<file path="config.mk">
export PLATFORM = sky130hd
export DESIGN_NAME = id_stage
export DESIGN_NICKNAME = d
export VERILOG_FILES = /design/src/rtl/rv32_pkg.sv /design/src/rtl/rv32_decoder.sv /design/src/rtl/id_stage.sv
export SDC_FILE = /design/constraint.sdc
export NUM_CORES = 1
export LEC_CHECK = 0
export ABC_AREA = 0
export CORE_AREA = 3 3 128 143
export CTS_CLUSTER_SIZE = 16
export DETAILED_ROUTE_END_ITERATION = 7
export DIE_AREA = 0 0 131 146
export HOLD_SLACK_MARGIN = 0.05
export PLACE_DENSITY = 0.73
export SLEW_MARGIN = 10
export SYNTH_ARGS = -nofsm -noshare
export SYNTH_HDL_FRONTEND = slang
export SYNTH_SLANG_ARGS = --single-unit
</file>
<file path="constraint.sdc">
create_clock -name clock -period 12.35 [get_ports clock]
set_clock_uncertainty 0.15 [all_clocks]
set_input_delay 1.8525 -clock clock [delete_from_list [all_inputs] [get_ports clock]]
set_output_delay 1.8525 -clock clock [all_outputs]
set_load 0.02 [all_outputs]
</file>
<file path="src/rtl/rv32_pkg.sv">
// Shared RV32I decode types: opcodes, op classes, ALU ops and the decoded bundle.
package rv32_pkg;

  localparam logic [6:0] OPC_LOAD     = 7'b0000011;
  localparam logic [6:0] OPC_MISC_MEM = 7'b0001111;
  localparam logic [6:0] OPC_OP_IMM   = 7'b0010011;
  localparam logic [6:0] OPC_AUIPC    = 7'b0010111;
  localparam logic [6:0] OPC_STORE    = 7'b0100011;
  localparam logic [6:0] OPC_OP       = 7'b0110011;
  localparam logic [6:0] OPC_LUI      = 7'b0110111;
  localparam logic [6:0] OPC_BRANCH   = 7'b1100011;
  localparam logic [6:0] OPC_JALR     = 7'b1100111;
  localparam logic [6:0] OPC_JAL      = 7'b1101111;
  localparam logic [6:0] OPC_SYSTEM   = 7'b1110011;

  localparam logic [31:0] NOP_INSTR = 32'h0000_0013;

  typedef enum logic [3:0] {
    CLS_ALU_R, CLS_ALU_I, CLS_LOAD, CLS_STORE, CLS_BRANCH, CLS_JAL,
    CLS_JALR, CLS_LUI, CLS_AUIPC, CLS_FENCE, CLS_SYSTEM
  } op_class_t;

  typedef enum logic [3:0] {
    ALU_ADD, ALU_SUB, ALU_SLL, ALU_SLT, ALU_SLTU, ALU_XOR,
    ALU_SRL, ALU_SRA, ALU_OR, ALU_AND, ALU_PASSB
  } alu_op_t;

  typedef enum logic [1:0] {
    ST_EMPTY, ST_ONE, ST_TWO
  } stage_state_t;

  typedef struct packed {
    logic [4:0]  rs1;
    logic [4:0]  rs2;
    logic [4:0]  rd;
    logic [31:0] imm;
    op_class_t   op_class;
    alu_op_t     alu_op;
    logic [2:0]  funct3;
    logic        illegal;
  } id_bundle_t;

  // Decoded form of NOP_INSTR (addi x0,x0,0).
  localparam id_bundle_t NOP_BUNDLE = '{
    rs1: 5'd0, rs2: 5'd0, rd: 5'd0, imm: 32'd0,
    op_class: CLS_ALU_I, alu_op: ALU_ADD, funct3: 3'd0, illegal: 1'b0
  };

  // alt selects SUB for funct3=0 and SRA for funct3=5.
  function automatic alu_op_t alu_from_funct3(input logic [2:0] f3, input logic alt);
    alu_op_t op;
    case (f3)
      3'd0:    op = alt ? ALU_SUB : ALU_ADD;
      3'd1:    op = ALU_SLL;
      3'd2:    op = ALU_SLT;
      3'd3:    op = ALU_SLTU;
      3'd4:    op = ALU_XOR;
      3'd5:    op = alt ? ALU_SRA : ALU_SRL;
      3'd6:    op = ALU_OR;
      default: op = ALU_AND;
    endcase
    return op;
  endfunction

endpackage

</file>
<file path="src/rtl/rv32_decoder.sv">
// Purely combinational RV32I decoder: instruction word to decoded bundle.
module rv32_decoder
  import rv32_pkg::*;
(
  input  logic [31:0] instr,
  output id_bundle_t  bundle
);

  logic [6:0]  opcode;
  logic [2:0]  funct3;
  logic [6:0]  funct7;
  logic [31:0] imm_i;
  logic [31:0] imm_s;
  logic [31:0] imm_b;
  logic [31:0] imm_u;
  logic [31:0] imm_j;

  assign opcode = instr[6:0];
  assign funct3 = instr[14:12];
  assign funct7 = instr[31:25];

  assign imm_i = {{20{instr[31]}}, instr[31:20]};
  assign imm_s = {{20{instr[31]}}, instr[31:25], instr[11:7]};
  assign imm_b = {{19{instr[31]}}, instr[31], instr[7], instr[30:25], instr[11:8], 1'b0};
  assign imm_u = {instr[31:12], 12'b0};
  assign imm_j = {{11{instr[31]}}, instr[31], instr[19:12], instr[20], instr[30:21], 1'b0};

  always_comb begin
    bundle.rs1      = instr[19:15];
    bundle.rs2      = 5'd0;
    bundle.rd       = instr[11:7];
    bundle.imm      = imm_i;
    bundle.op_class = CLS_ALU_I;
    bundle.alu_op   = ALU_ADD;
    bundle.funct3   = funct3;
    bundle.illegal  = 1'b0;

    case (opcode)
      OPC_OP: begin
        bundle.op_class = CLS_ALU_R;
        bundle.rs2      = instr[24:20];
        bundle.imm      = 32'd0;
        bundle.alu_op   = alu_from_funct3(funct3, funct7[5]);
        bundle.illegal  = !((funct7 == 7'h00) ||
                            ((funct7 == 7'h20) && ((funct3 == 3'd0) || (funct3 == 3'd5))));
      end
      OPC_OP_IMM: begin
        // Only the shift-right immediate carries an ALU selector in funct7.
        bundle.alu_op  = alu_from_funct3(funct3, (funct3 == 3'd5) && funct7[5]);
        bundle.illegal = ((funct3 == 3'd1) && (funct7 != 7'h00)) ||
                         ((funct3 == 3'd5) && (funct7 != 7'h00) && (funct7 != 7'h20));
      end
      OPC_LOAD: begin
        bundle.op_class = CLS_LOAD;
        bundle.illegal  = (funct3 == 3'd3) || (funct3 == 3'd6) || (funct3 == 3'd7);
      end
      OPC_STORE: begin
        bundle.op_class = CLS_STORE;
        bundle.rs2      = instr[24:20];
        bundle.rd       = 5'd0;
        bundle.imm      = imm_s;
        bundle.illegal  = (funct3 > 3'd2);
      end
      OPC_BRANCH: begin
        bundle.op_class = CLS_BRANCH;
        bundle.rs2      = instr[24:20];
        bundle.rd       = 5'd0;
        bundle.imm      = imm_b;
        bundle.alu_op   = ALU_SUB;
        bundle.illegal  = (funct3 == 3'd2) || (funct3 == 3'd3);
      end
      OPC_JAL: begin
        bundle.op_class = CLS_JAL;
        bundle.rs1      = 5'd0;
        bundle.imm      = imm_j;
      end
      OPC_JALR: begin
        bundle.op_class = CLS_JALR;
        bundle.illegal  = (funct3 != 3'd0);
      end
      OPC_LUI: begin
        bundle.op_class = CLS_LUI;
        bundle.rs1      = 5'd0;
        bundle.imm      = imm_u;
        bundle.alu_op   = ALU_PASSB;
      end
      OPC_AUIPC: begin
        bundle.op_class = CLS_AUIPC;
        bundle.rs1      = 5'd0;
        bundle.imm      = imm_u;
      end
      OPC_MISC_MEM: begin
        bundle.op_class = CLS_FENCE;
        bundle.rd       = 5'd0;
      end
      OPC_SYSTEM: begin
        bundle.op_class = CLS_SYSTEM;
      end
      default: begin
        bundle.illegal = 1'b1;
      end
    endcase

    if (instr[1:0] != 2'b11) begin
      bundle.illegal = 1'b1;
    end

    // Illegal words travel as a NOP so execute never acts on garbage fields.
    if (bundle.illegal) begin
      bundle         = NOP_BUNDLE;
      bundle.illegal = 1'b1;
    end
  end

endmodule

</file>
<file path="src/rtl/id_stage.sv">
// Decode stage: combinational RV32I decode into a 2-entry registered skid buffer.
module id_stage
  import rv32_pkg::*;
#(
  parameter int XLEN         = 32,
  parameter int ILLEGAL_PASS = 1
) (
  input  logic            clock,
  input  logic            reset,
  input  logic            if_valid,
  input  logic [XLEN-1:0] if_pc,
  input  logic [31:0]     if_instr,
  output logic            if_ready,
  input  logic            flush,
  input  logic            ex_ready,
  output logic            id_valid,
  output logic [XLEN-1:0] id_pc,
  output logic [4:0]      id_rs1,
  output logic [4:0]      id_rs2,
  output logic [4:0]      id_rd,
  output logic [31:0]     id_imm,
  output logic [3:0]      id_op_class,
  output logic [3:0]      id_alu_op,
  output logic [2:0]      id_funct3,
  output logic            id_illegal
);

  localparam logic PASS_ILLEGAL = (ILLEGAL_PASS != 0);

  stage_state_t    state_q;
  stage_state_t    state_d;
  logic            if_ready_q;
  logic            in_xfer;
  logic            in_load;
  logic            out_xfer;
  logic            load_o_new;
  logic            load_o_skid;
  logic            load_s;

  id_bundle_t      dec_p0;
  id_bundle_t      out_p1;
  id_bundle_t      skid_p1;
  logic [XLEN-1:0] out_pc_p1;
  logic [XLEN-1:0] skid_pc_p1;

  // Stage p0: decode the incoming fetch beat.
  rv32_decoder u_decoder (
    .instr  (if_instr),
    .bundle (dec_p0)
  );

  assign in_xfer  = if_valid & if_ready_q;
  // A dropped illegal beat is still handshaken, it just never occupies a slot.
  assign in_load  = in_xfer & (PASS_ILLEGAL | ~dec_p0.illegal);
  assign id_valid = (state_q != ST_EMPTY);
  assign out_xfer = id_valid & ex_ready;

  always_comb begin
    state_d     = state_q;
    load_o_new  = 1'b0;
    load_o_skid = 1'b0;
    load_s      = 1'b0;

    case (state_q)
      ST_EMPTY: begin
        if (in_load) begin
          state_d    = ST_ONE;
          load_o_new = 1'b1;
        end
      end
      ST_ONE: begin
        if (in_load && out_xfer) begin
          load_o_new = 1'b1;
        end else if (in_load) begin
          state_d = ST_TWO;
          load_s  = 1'b1;
        end else if (out_xfer) begin
          state_d = ST_EMPTY;
        end
      end
      ST_TWO: begin
        if (out_xfer) begin
          state_d     = ST_ONE;
          load_o_skid = 1'b1;
        end
      end
      default: begin
        state_d = ST_EMPTY;
      end
    endcase

    if (flush) begin
      state_d     = ST_EMPTY;
      load_o_new  = 1'b0;
      load_o_skid = 1'b0;
      load_s      = 1'b0;
    end
  end

  // Stage p1: output register O and skid register S.
  always_ff @(posedge clock) begin
    if (reset) begin
      state_q    <= ST_EMPTY;
      if_ready_q <= 1'b1;
      out_p1     <= NOP_BUNDLE;
      out_pc_p1  <= '0;
    end else begin
      state_q    <= state_d;
      if_ready_q <= (state_d != ST_TWO);
      if (load_o_new) begin
        out_p1    <= dec_p0;
        out_pc_p1 <= if_pc;
      end else if (load_o_skid) begin
        out_p1    <= skid_p1;
        out_pc_p1 <= skid_pc_p1;
      end
    end
  end

  always_ff @(posedge clock) begin
    if (load_s) begin
      skid_p1    <= dec_p0;
      skid_pc_p1 <= if_pc;
    end
  end

  assign if_ready    = if_ready_q;
  assign id_pc       = out_pc_p1;
  assign id_rs1      = out_p1.rs1;
  assign id_rs2      = out_p1.rs2;
  assign id_rd       = out_p1.rd;
  assign id_imm      = out_p1.imm;
  assign id_op_class = out_p1.op_class;
  assign id_alu_op   = out_p1.alu_op;
  assign id_funct3   = out_p1.funct3;
  assign id_illegal  = out_p1.illegal;

endmodule
</file>
# Yosys cells after proc, flatten, opt, wreduce, memory -nomap -nowiden
# Cells that the tools add are included.
[totals]
ff_bits = 185
latch_bits = 0
ramBits = 0
rom_bits = 0
in_bits = 69
out_inout_bits = 93
elab_cells = 108
n_memories = 0
[classes]
add_sub_neg = 0
mul = 0
n_div = 0
n_lt_le_gt_ge = 1
eq_ne = 24
n_shift = 0
muxes = 36
bitwise_logic = 2
n_reduce_logical = 25
[op_table]
columns = ["cell", "n"]
rows = [
  ["$mux 59", 3],
  ["$pmux 32 s5", 1],
  ["$mux 32", 2],
  ["$pmux 4 s7", 2],
  ["$pmux 4 s10", 1],
  ["$eq 7x6->1 const B", 4],
  ["$eq 7x7->1 const B", 4],
  ["$pmux 4 s4", 1],
  ["$mux 5", 3],
  ["$eq 7x5->1 const B", 2],
  ["$mux 1", 14],
  ["$eq 3x3->1 const B", 4],
  ["$mux 2", 6],
  ["$reduce_or 3->1", 3],
  ["$eq 7x2->1 const B", 1],
  ["$eq 7x4->1 const B", 1],
  ["$logic_not 7->1", 1],
  ["$ne 7x6->1 const B", 1],
  ["$pmux 1 s7", 1],
  ["$reduce_bool 7->1", 1],
  ["$eq 3x2->1 const B", 2],
  ["$logic_and 1x1->1", 6],
  ["$logic_or 1x1->1", 6],
  ["$pmux 2 s3", 1],
  ["14 further kinds", 17],
]

# Longest topological paths before layout
# Gate-level depths: netlist (run 1).
[depth]
depth_word = 9
depth_mapped = 9

# Cells and area by module
# From an unflattened synthesis (run 1), not the netlist that was laid out.
[unflattened]
hier_cells = 855
area_unflattened_um2 = 8789.7
[by_module_without_submodules]
columns = ["module", "instances", "cells_each", "area_each_um2", "seq_area_each_um2"]
rows = [
  ["id_stage", 1, 615, 7419.6, 4614.4],
  ["rv32_decoder", 1, 240, 1370.1, 0.0],
]

# Worst setup path after synthesis (run 1)
# Ideal clock, no wire load.
[synth_path]
path_kind = "input port to flip-flop"
startpoint = "input ex_ready"
endpoint = "register skid_p1[0] in the netlist's numbering, enable pin"
setup_time_ns = 0.800
t_arrival_ns = 11.433
required_time_ns = 11.400
slack_ns = -0.034
stages = 2
n_path_buf = 0
cell_sequence = "nor2b_1 -> nor4b_1"
[synth_between]
elab_chain_len = 5
[synth_rtl]
columns = ["element", "line_no", "text"]
rows = [
  ["start: declaration", "id_stage.sv:15", "input logic ex_ready,"],
  ["$and 1x1->1", "id_stage.sv:56", "assign out_xfer = id_valid & ex_ready;"],
  ["$logic_and 1x1->1", "id_stage.sv:72", "if (in_load && out_xfer) begin"],
  ["$mux 1", "id_stage.sv:72", ""],
  ["$mux 1", "id_stage.sv:64", "case (state_q)"],
  ["$mux 1", "id_stage.sv:92", "if (flush) begin"],
  ["named net load_s", "id_stage.sv:38", "logic load_s;"],
  ["end signal: assignment", "id_stage.sv:122", "skid_p1 <= dec_p0;"],
  ["end: declaration", "id_stage.sv:42", "id_bundle_t skid_p1;"],
]
# The timed path passes the listed nets, and every way through them passes these cells.
# A chain may end at the register's enable or synchronous reset.

# Worst setup path after layout (run 1)
[layout_path]
startpoint = "input ex_ready"
endpoint = "register out_p1, in the netlist id_imm[14]"
[layout_between]
elab_chain_len = 6
word_cells_on_any_way = 10
cone_classes = "mux: 7; bitwise: 1; reduce/logical: 2"
[layout_rtl]
columns = ["element", "line_no", "text"]
rows = [
  ["$and 1x1->1 *", "id_stage.sv:56", ""],
  ["$logic_and 1x1->1", "id_stage.sv:72", ""],
  ["$mux 1", "id_stage.sv:72", ""],
  ["$pmux 1 s2", "id_stage.sv:64", ""],
  ["$mux 1", "id_stage.sv:92", ""],
  ["$mux 59 or $reduce_bool 2->1 (tied branches)", "n/a", ""],
  ["end signal: assignment", "id_stage.sv:111", "out_p1 <= dec_p0;"],
  ["end signal: assignment", "id_stage.sv:114", "out_p1 <= skid_p1;"],
  ["end: declaration", "id_stage.sv:41", "id_bundle_t out_p1;"],
]
# Every way passes the cells marked *; elsewhere a longest branch is shown, timed or not.

==> metrics.txt, run 1 <==
final hold vios=0; drt first pass iters=5; initial antenna violation count=0; crit path launch type=primary input; RSZ-0062 raised after global routing=false; top cells by area, synth=edfxtp_1 35%, dfxtp_1 24%, mux2i_1 6.6%; Synth cell types=59; port bufs=161; Slew Limit Fails=0; Max Cap Violations=0; Worst-Margin Slew=1.19 ns; cell row count=50; final period utilization=40.8%; Post-CTS Repair Setup Buffers=0; number of synthesized register bits=185; worst hold path stage count=2; GRT Overall Usage=21.4%; first-pass GRT wire length=32100 um; Filler Cells Inserted=1369; Max rail drop VDD=0.101 mV; largest family of logic cells by synthesized area=compound AO/OA/AOI/OAI gates; Synth Area in Adders=0%; drt total wl=20800 um; diode count=0; Synth Area in Compound Gates=16.3%; prevailing post-synth register cell=dfxtp_1; Synth Net Count=760; hpwl dp=13900 um; CP arrival=5.22 ns; most common cell in the netlist=dfxtp_1; routed len/inst=19.4 um; commonest cells in the netlist=94 x dfxtp_1, 91 x edfxtp_1, 73 x nand2_1; Post-Route Setup TNS=0 ns; Die Wd=131 um; setup violators final=0; die area=19100 um^2; type of element capturing the critical path=flop; Placer Congestion=0.880; Synth Area in XOR/XNOR=0.226%; post-synthesis sequential area ratio=59.6%; number of remaining DRC errors=0; clock-pin slew on the worst setup and hold paths=0.07 ns; CTS tree=built; Max Root-Sink Buffers=2; grt ovf=0; largest net degree at the start of global routing=87; Post-synth ARST share=0%; DIE HEIGHT=146 um; Layout Nets=894; Post-Synth Simple-Gate Area=14.2%; Yosys top cell area share=35.3%; EDFF count, synth=91; Vias/cell=5.66; critical path peak fanout=23; H-Tree Depth=4; status=finished, final reports clean; Top Ports=162; Hold-fix buffers, CTS=0; Final ANT Viol Nets=0; cells after synthesis=691; CTS Buf Count=17; share of layout cells above drive strength 1=8.00%; DRT iter0 DRCs=498; initial core utilization=45.6%; vias in the first global route=6001; Highest Clock Rate=199 MHz; Worst Hold Class=reg -> reg; post_cts resized=0; slew margin rel.=20.7%; syn_area_per_cell=11.2 um^2; cell accounting for the most synthesized area=edfxtp_1; clk_lat worst skew=0.43 ns; CTS sink count=185; Tmin final=5.04 ns; cells on worst reg2reg path=6; critical path class=in -> reg; multiplexer area fraction after synthesis=6.60%; Synth warnings=0; Power Dens Cells=131 nW/um^2; Syn-to-layout area delta=30.2%; Post-Syn Area=7740 um^2; Root Driver=clkbuf_16; WHS=0.307 ns; Core ar.=17000 um^2; Pleak=3.41 nW; DR vias=6066; Worst EP required=12.53 ns
per-stage QoR:
step	std cells	util, %	power (mW)	cell area, um^2	setup slack, ns
finish	1072	59.4	1.32	10100	7.31
CTS	1072	59.4	1.33	10100	7.43
detailed placement	1040	55.9	0.788	9480	6.99
floorplan	691	-	0.728	7740	4.60
global route	1072	59.4	1.36	10100	7.06
global placement	1040	55.9	0.784	9480	7.14
logic make-up after synthesis:
family                 count (synthesis)
buffers and inverters                 54
AND/OR/NAND/NOR                      205
AO/OA/AOI/OAI                        194
flip-flops                           185
XOR/XNOR                               2
multiplexers                          51
cell type report:
cell class              count  area (um^2)  share of cell area [%]
flip-flops and latches    185         4610                    45.8
repair buffers            166         1640                    16.3
clock buffers              17          425                    4.22
inverters                   3         11.3                   0.112
clock inverters            15          164                    1.63
multi-input cells         452         2920                    29.0
well taps                 234          293                    2.91
worst max-delay path: stages:
cell,delay (ns)
clkdlybuf4s50_1,0.55
nor2b_1,0.12
or4_1,0.85
nor2_2,0.29
and3b_1,0.32
nand3_1,0.75
o22ai_1,0.46
report_power, final:
group / leakage [nW] / switching, mW / internal, mW
registers: 1.70 / 0.00502 / 0.651
clock network: 0.286 / 0.242 / 0.302
logic: 1.42 / 0.0665 / 0.0521
routing by layer:
layer,GRT usage [%],part of all wire [%]
met2,34.0,47
met5,0,0
met4,8.13,2.5
met1,28.4,43
met3,4.48,7.6
state kept, by name, indices dropped and copies added (netlist names):
signal	cells
id_alu_op	4
id_funct3	3
id_illegal	1
id_imm	32
id_op_class	4
id_pc	32
id_rd	5
id_rs1	5
id_rs2	5
if_ready	1
skid_p1	59
skid_pc_p1	32
state_q	2
layout by cell type, fill, tap and decap left out, types with 15 or more instances in the layout:
cell type	count
nor2_1	33
edfxtp_1	91
mux2i_1	51
a22oi_1	37
a21oi_1	67
clkdlybuf4s50_1	160
and3_1	15
o22ai_1	32
dfxtp_1	94
nand2_1	73
clkbuf_16	17
path summary, 6_finish.rpt:
check | startpoint | slack, ns | endpoint
worst min-delay path | id_pc[12] | 0.31 | id_pc[12]
worst max-delay path | ex_ready | 7.31 | id_imm[14]
worst max register to register | state_q[0] | 8.84 | id_imm[14]
worst min register to register | id_pc[12] | 0.31 | id_pc[12]
No activity file was read; power rests on OpenSTA's default activity.
==> inputs of run 2 (changes only) <==
- CORE_AREA: 3 3 128 143 -> 3 3 122 136
- DIE_AREA: 0 0 131 146 -> 0 0 125 139
- PLACE_DENSITY: 0.73 -> 0.76
- clock period: 12.35 -> 4.95 ns (I/O delays scaled with it)
==> metrics.txt, run 2 (same netlist as run 1, synthesis figures left out) <==
Worst-Margin Slew=0.940 ns; Max rail drop VDD=0.226 mV; Power Dens Cells=344 nW/um^2; drt total wl=20900 um; Highest Clock Rate=263 MHz; Vias/cell=5.84; internal power=2.73 mW; Slew Limit Fails=0; Core ar.=15500 um^2; vias in the first global route=6041; initial core utilization=49.9%; diode count=0; Pleak=3.48 nW; critical path peak fanout=23; Final ANT Viol Nets=0; H-Tree Depth=4; DR vias=6088; DRT iter0 DRCs=644; CTS Buf Count=17; drt first pass iters=6; DIE HEIGHT=139 um; clock-pin slew on the worst setup and hold paths=0.07 ns; worst-path cell chain=clkdlybuf4s50_1, nor2b_1, or4_1, nor2_2, and3b_1, nand3_1, o22ai_1; post_cts resized=0; clock network power share=44.5%; CP peak stage delay=0.84 ns; first-pass GRT wire length=32700 um; final period utilization=76.8%; Max Cap Violations=0; GRT Overall Usage=23.5%; port bufs=161; initial antenna violation count=0; CP arrival=3.98 ns; cell row count=48; Gate power share=8.6%; Post-CTS Repair Setup Buffers=0; routed len/inst=20.0 um; CTS sink count=185; Hold-fix buffers, CTS=0; area of the multi-input gates=2920 um^2; Die Wd=125 um; Worst Hold Class=reg -> reg; Sw Ratio=21.9%; commonest non-fill, non-tap cell in the layout=clkdlybuf4s50_1; sw power=765 uW; Syn-to-layout area delta=31.3%; setup violators final=0; crit path launch type=primary input; Worst EP required=5.13 ns; Post-Route Setup TNS=0 ns; Largest Register=skid_p1; Filler Cells Inserted=1160; slew margin rel.=37.3%; largest net degree at the start of global routing=67; hpwl dp=14200 um; clk_lat worst skew=0.43 ns; number of remaining DRC errors=0; fin util=65.6%; Tmin final=3.80 ns; Top Ports=162; Layout Nets=899; RSZ-0062 raised after global routing=false; die area=17400 um^2; final hold vios=0; Max Root-Sink Buffers=2; FF/Latch Area=4610 um^2; Flop pwr share=46.9%; type of element capturing the critical path=flop; critical path class=in -> reg; slowest stage cell on the critical path=or4_1; Placer Congestion=0.989; CTS tree=built; status=finished, final reports clean; share of layout cells above drive strength 1=8.54%; Root Driver=clkbuf_16; most frequent cells in the layout=160 x clkdlybuf4s50_1, 94 x dfxtp_1, 91 x edfxtp_1; max reg flops=59; grt ovf=0
## run 2: power by group through the flow
stage / sequential, mW / clock [mW] / combinational, mW
CTS: 1.64 / 1.58 / 0.298
detailed placement: 1.67 / 0 / 0.295
finish: 1.64 / 1.55 / 0.299
global placement: 1.67 / 0 / 0.289
floorplan: 1.70 / 0 / 0.121
global route: 1.64 / 1.64 / 0.318
## run 2: path summary, 6_finish.rpt
path	startpoint	end	slack [ns]	cells past startpoint
max	ex_ready	id_imm[15]	1.15	7
min	id_pc[8]	id_pc[8]	0.31	2
max reg2reg	state_q[0]	id_imm[15]	1.57	6
min reg2reg	id_pc[8]	id_pc[8]	0.31	2
## run 2: layout make-up
type	instances	area share (%)
inverters	3	0.111
flip-flops and latches	185	45.4
clock buffers	19	4.36
multi-input cells	452	28.7
clock inverters	13	2.39
repair buffers	171	16.5
well taps	200	2.46
## run 2: through the flow
step	setup WS, ns	cells	hold slack (ns)	instance area (um^2)	power [mW]
3_5_place_dp	0.711	1011	0.299	9480	1.97
3_3_place_gp	0.930	1011	0.291	9480	1.96
5_1_grt	0.836	1043	0.317	10200	3.59
6_report	1.15	1043	0.307	10200	3.49
2_1_floorplan	0.473	691	0.345	7750	1.82
4_1_cts	1.15	1043	0.309	10200	3.51
## run 2: critical path: cells and delay by family
family / cells / cell delay (ns)
simple gates: 5 / 2.22
buf+inv: 1 / 0.56
compound gates: 1 / 0.44
## run 2: metal layers
metal  vias to the layer above  wire length, um  global-route usage (%)
met5                         -                0                       0
met4                         0              461                    8.16
met3                        25             1160                    5.16
met2                       240            10100                    37.6
met1                      2964             9180                    31.6
li1                       2859                -                       -
==> inputs of run 3 (changes only) <==
- CORE_AREA: 3 3 122 136 -> 3 3 128 143
- DIE_AREA: 0 0 125 139 -> 0 0 131 146
- PLACE_DENSITY: 0.76 -> 0.73
- clock period: 4.95 -> 3.3 ns (I/O delays scaled with it)
==> metrics.txt, run 3 (same netlist as run 1, synthesis figures left out) <==
grt ovf=0; Hold-fix buffers, CTS=0; max reg flops=59; clk_lat worst skew=0.42 ns; Top Ports=162; Layout Nets=924; routed len/inst=19.4 um; clock-pin slew on the worst setup and hold paths=0.07 ns; Power Dens Cells=480 nW/um^2; critical path peak fanout=8; hpwl dp=14900 um; Pleak=3.59 nW; largest net degree at the start of global routing=60; DIE HEIGHT=146 um; Core ar.=17000 um^2; Max Root-Sink Buffers=2; CP arrival=3.01 ns; Slew Limit Fails=0; setup violators final=0; cell row count=50; Final ANT Viol Nets=0; Vias/cell=5.63; DRT iter0 DRCs=530; final worst slack=0.418 ns; Post-CTS Repair Setup Buffers=0; DR vias=6199; slew margin rel.=40.1%; Max rail drop VDD=0.329 mV; post_cts resized=0; port bufs=161; drt first pass iters=5; share of layout cells above drive strength 1=11.4%; commonest non-fill, non-tap cell in the layout=clkdlybuf4s50_1; GRT Overall Usage=22.3%; vias in the first global route=6222; worst slack at placement=-0.00639 ns; Die Wd=131 um; DP Area=9790 um^2; initial antenna violation count=0; post-route cell area=10400 um^2; Syn-to-layout area delta=34.2%; first-pass GRT wire length=33600 um; critical path class=in -> reg; die area=19100 um^2; type of element capturing the critical path=flop; final period utilization=87.3%; H-Tree Depth=4; crit path launch type=primary input; Largest Register=skid_p1; Placer Congestion=0.936; WHS=0.305 ns; fin util=61.3%; CTS sink count=185; status=finished, final reports clean; Max Cap Violations=0; Highest Clock Rate=347 MHz; Root Driver=clkbuf_16; number of remaining DRC errors=0; CTS Buf Count=17; Tmin final=2.88 ns; initial core utilization=45.6%; drt total wl=21400 um; Worst Hold Class=reg -> reg; final hold vios=0; CTS tree=built; Worst EP required=3.42 ns; Post-Route Setup TNS=0 ns; diode count=0; Worst-Margin Slew=0.898 ns; most frequent cells in the layout=160 x clkdlybuf4s50_1, 94 x dfxtp_1, 91 x edfxtp_1; RSZ-0062 raised after global routing=false
## run 3: cell types whose count changed in the layout (fill, tap and decap cells not counted), sizes merged
cell | before | now
clkbuf | 19 | 17
bufinv | 6 | 3
inv | 5 | 7
clkinv | 4 | 6
buf | 11 | 36
## run 3: routing by layer
metal  vias to the layer above  wire length (um)  global-route usage (%)
met5                         -                 0                       0
met4                         0               412                    7.41
met3                        26              1530                    4.52
met2                       268             10500                    36.6
met1                      2995              8980                    29.2
li1                       2910                 -                       -
## run 3: layout make-up
cell class / instances / area, um^2
clock inverters: 14 / 170
repair buffers: 196 / 1940
multi-input cells: 452 / 2930
flip-flops and latches: 185 / 4610
clock buffers: 17 / 425
well taps: 234 / 293
inverters: 3 / 11.3
fillers: 1371 / 6570
## run 3: report_power, final
group | internal, mW | leakage (nW) | total, mW | switching [mW]
clock | 1.19 | 0.294 | 2.06 | 0.867
sequential | 2.44 | 1.70 | 2.46 | 0.0196
combinational | 0.217 | 1.59 | 0.472 | 0.255
total | 3.85 | 3.59 | 4.99 | 1.14
## run 3: worst paths after layout
path,start,to,slack [ns],cells past startpoint
max,if_instr[27],skid_p1[14],0.42,8
min,id_pc[14],id_pc[14],0.30,2
max reg2reg,state_q[0],id_imm[12],0.94,7
min reg2reg,id_pc[14],id_pc[14],0.30,2
## run 3: critical path, cell delays in order
cell	delay, ns
clkdlybuf4s50_1	0.47
or4_4	0.57
nor3_4	0.23
a21oi_2	0.17
nor4_4	0.46
and2_2	0.35
inv_2	0.12
nor2_1	0.15
## run 3: per-stage QoR
stage          std cells  power (mW)
2_1_floorplan        691        2.73
3_3_place_gp        1070        2.97
3_5_place_dp        1070        2.98
4_1_cts             1101        5.02
5_1_grt             1101        5.17
6_report            1101        4.99
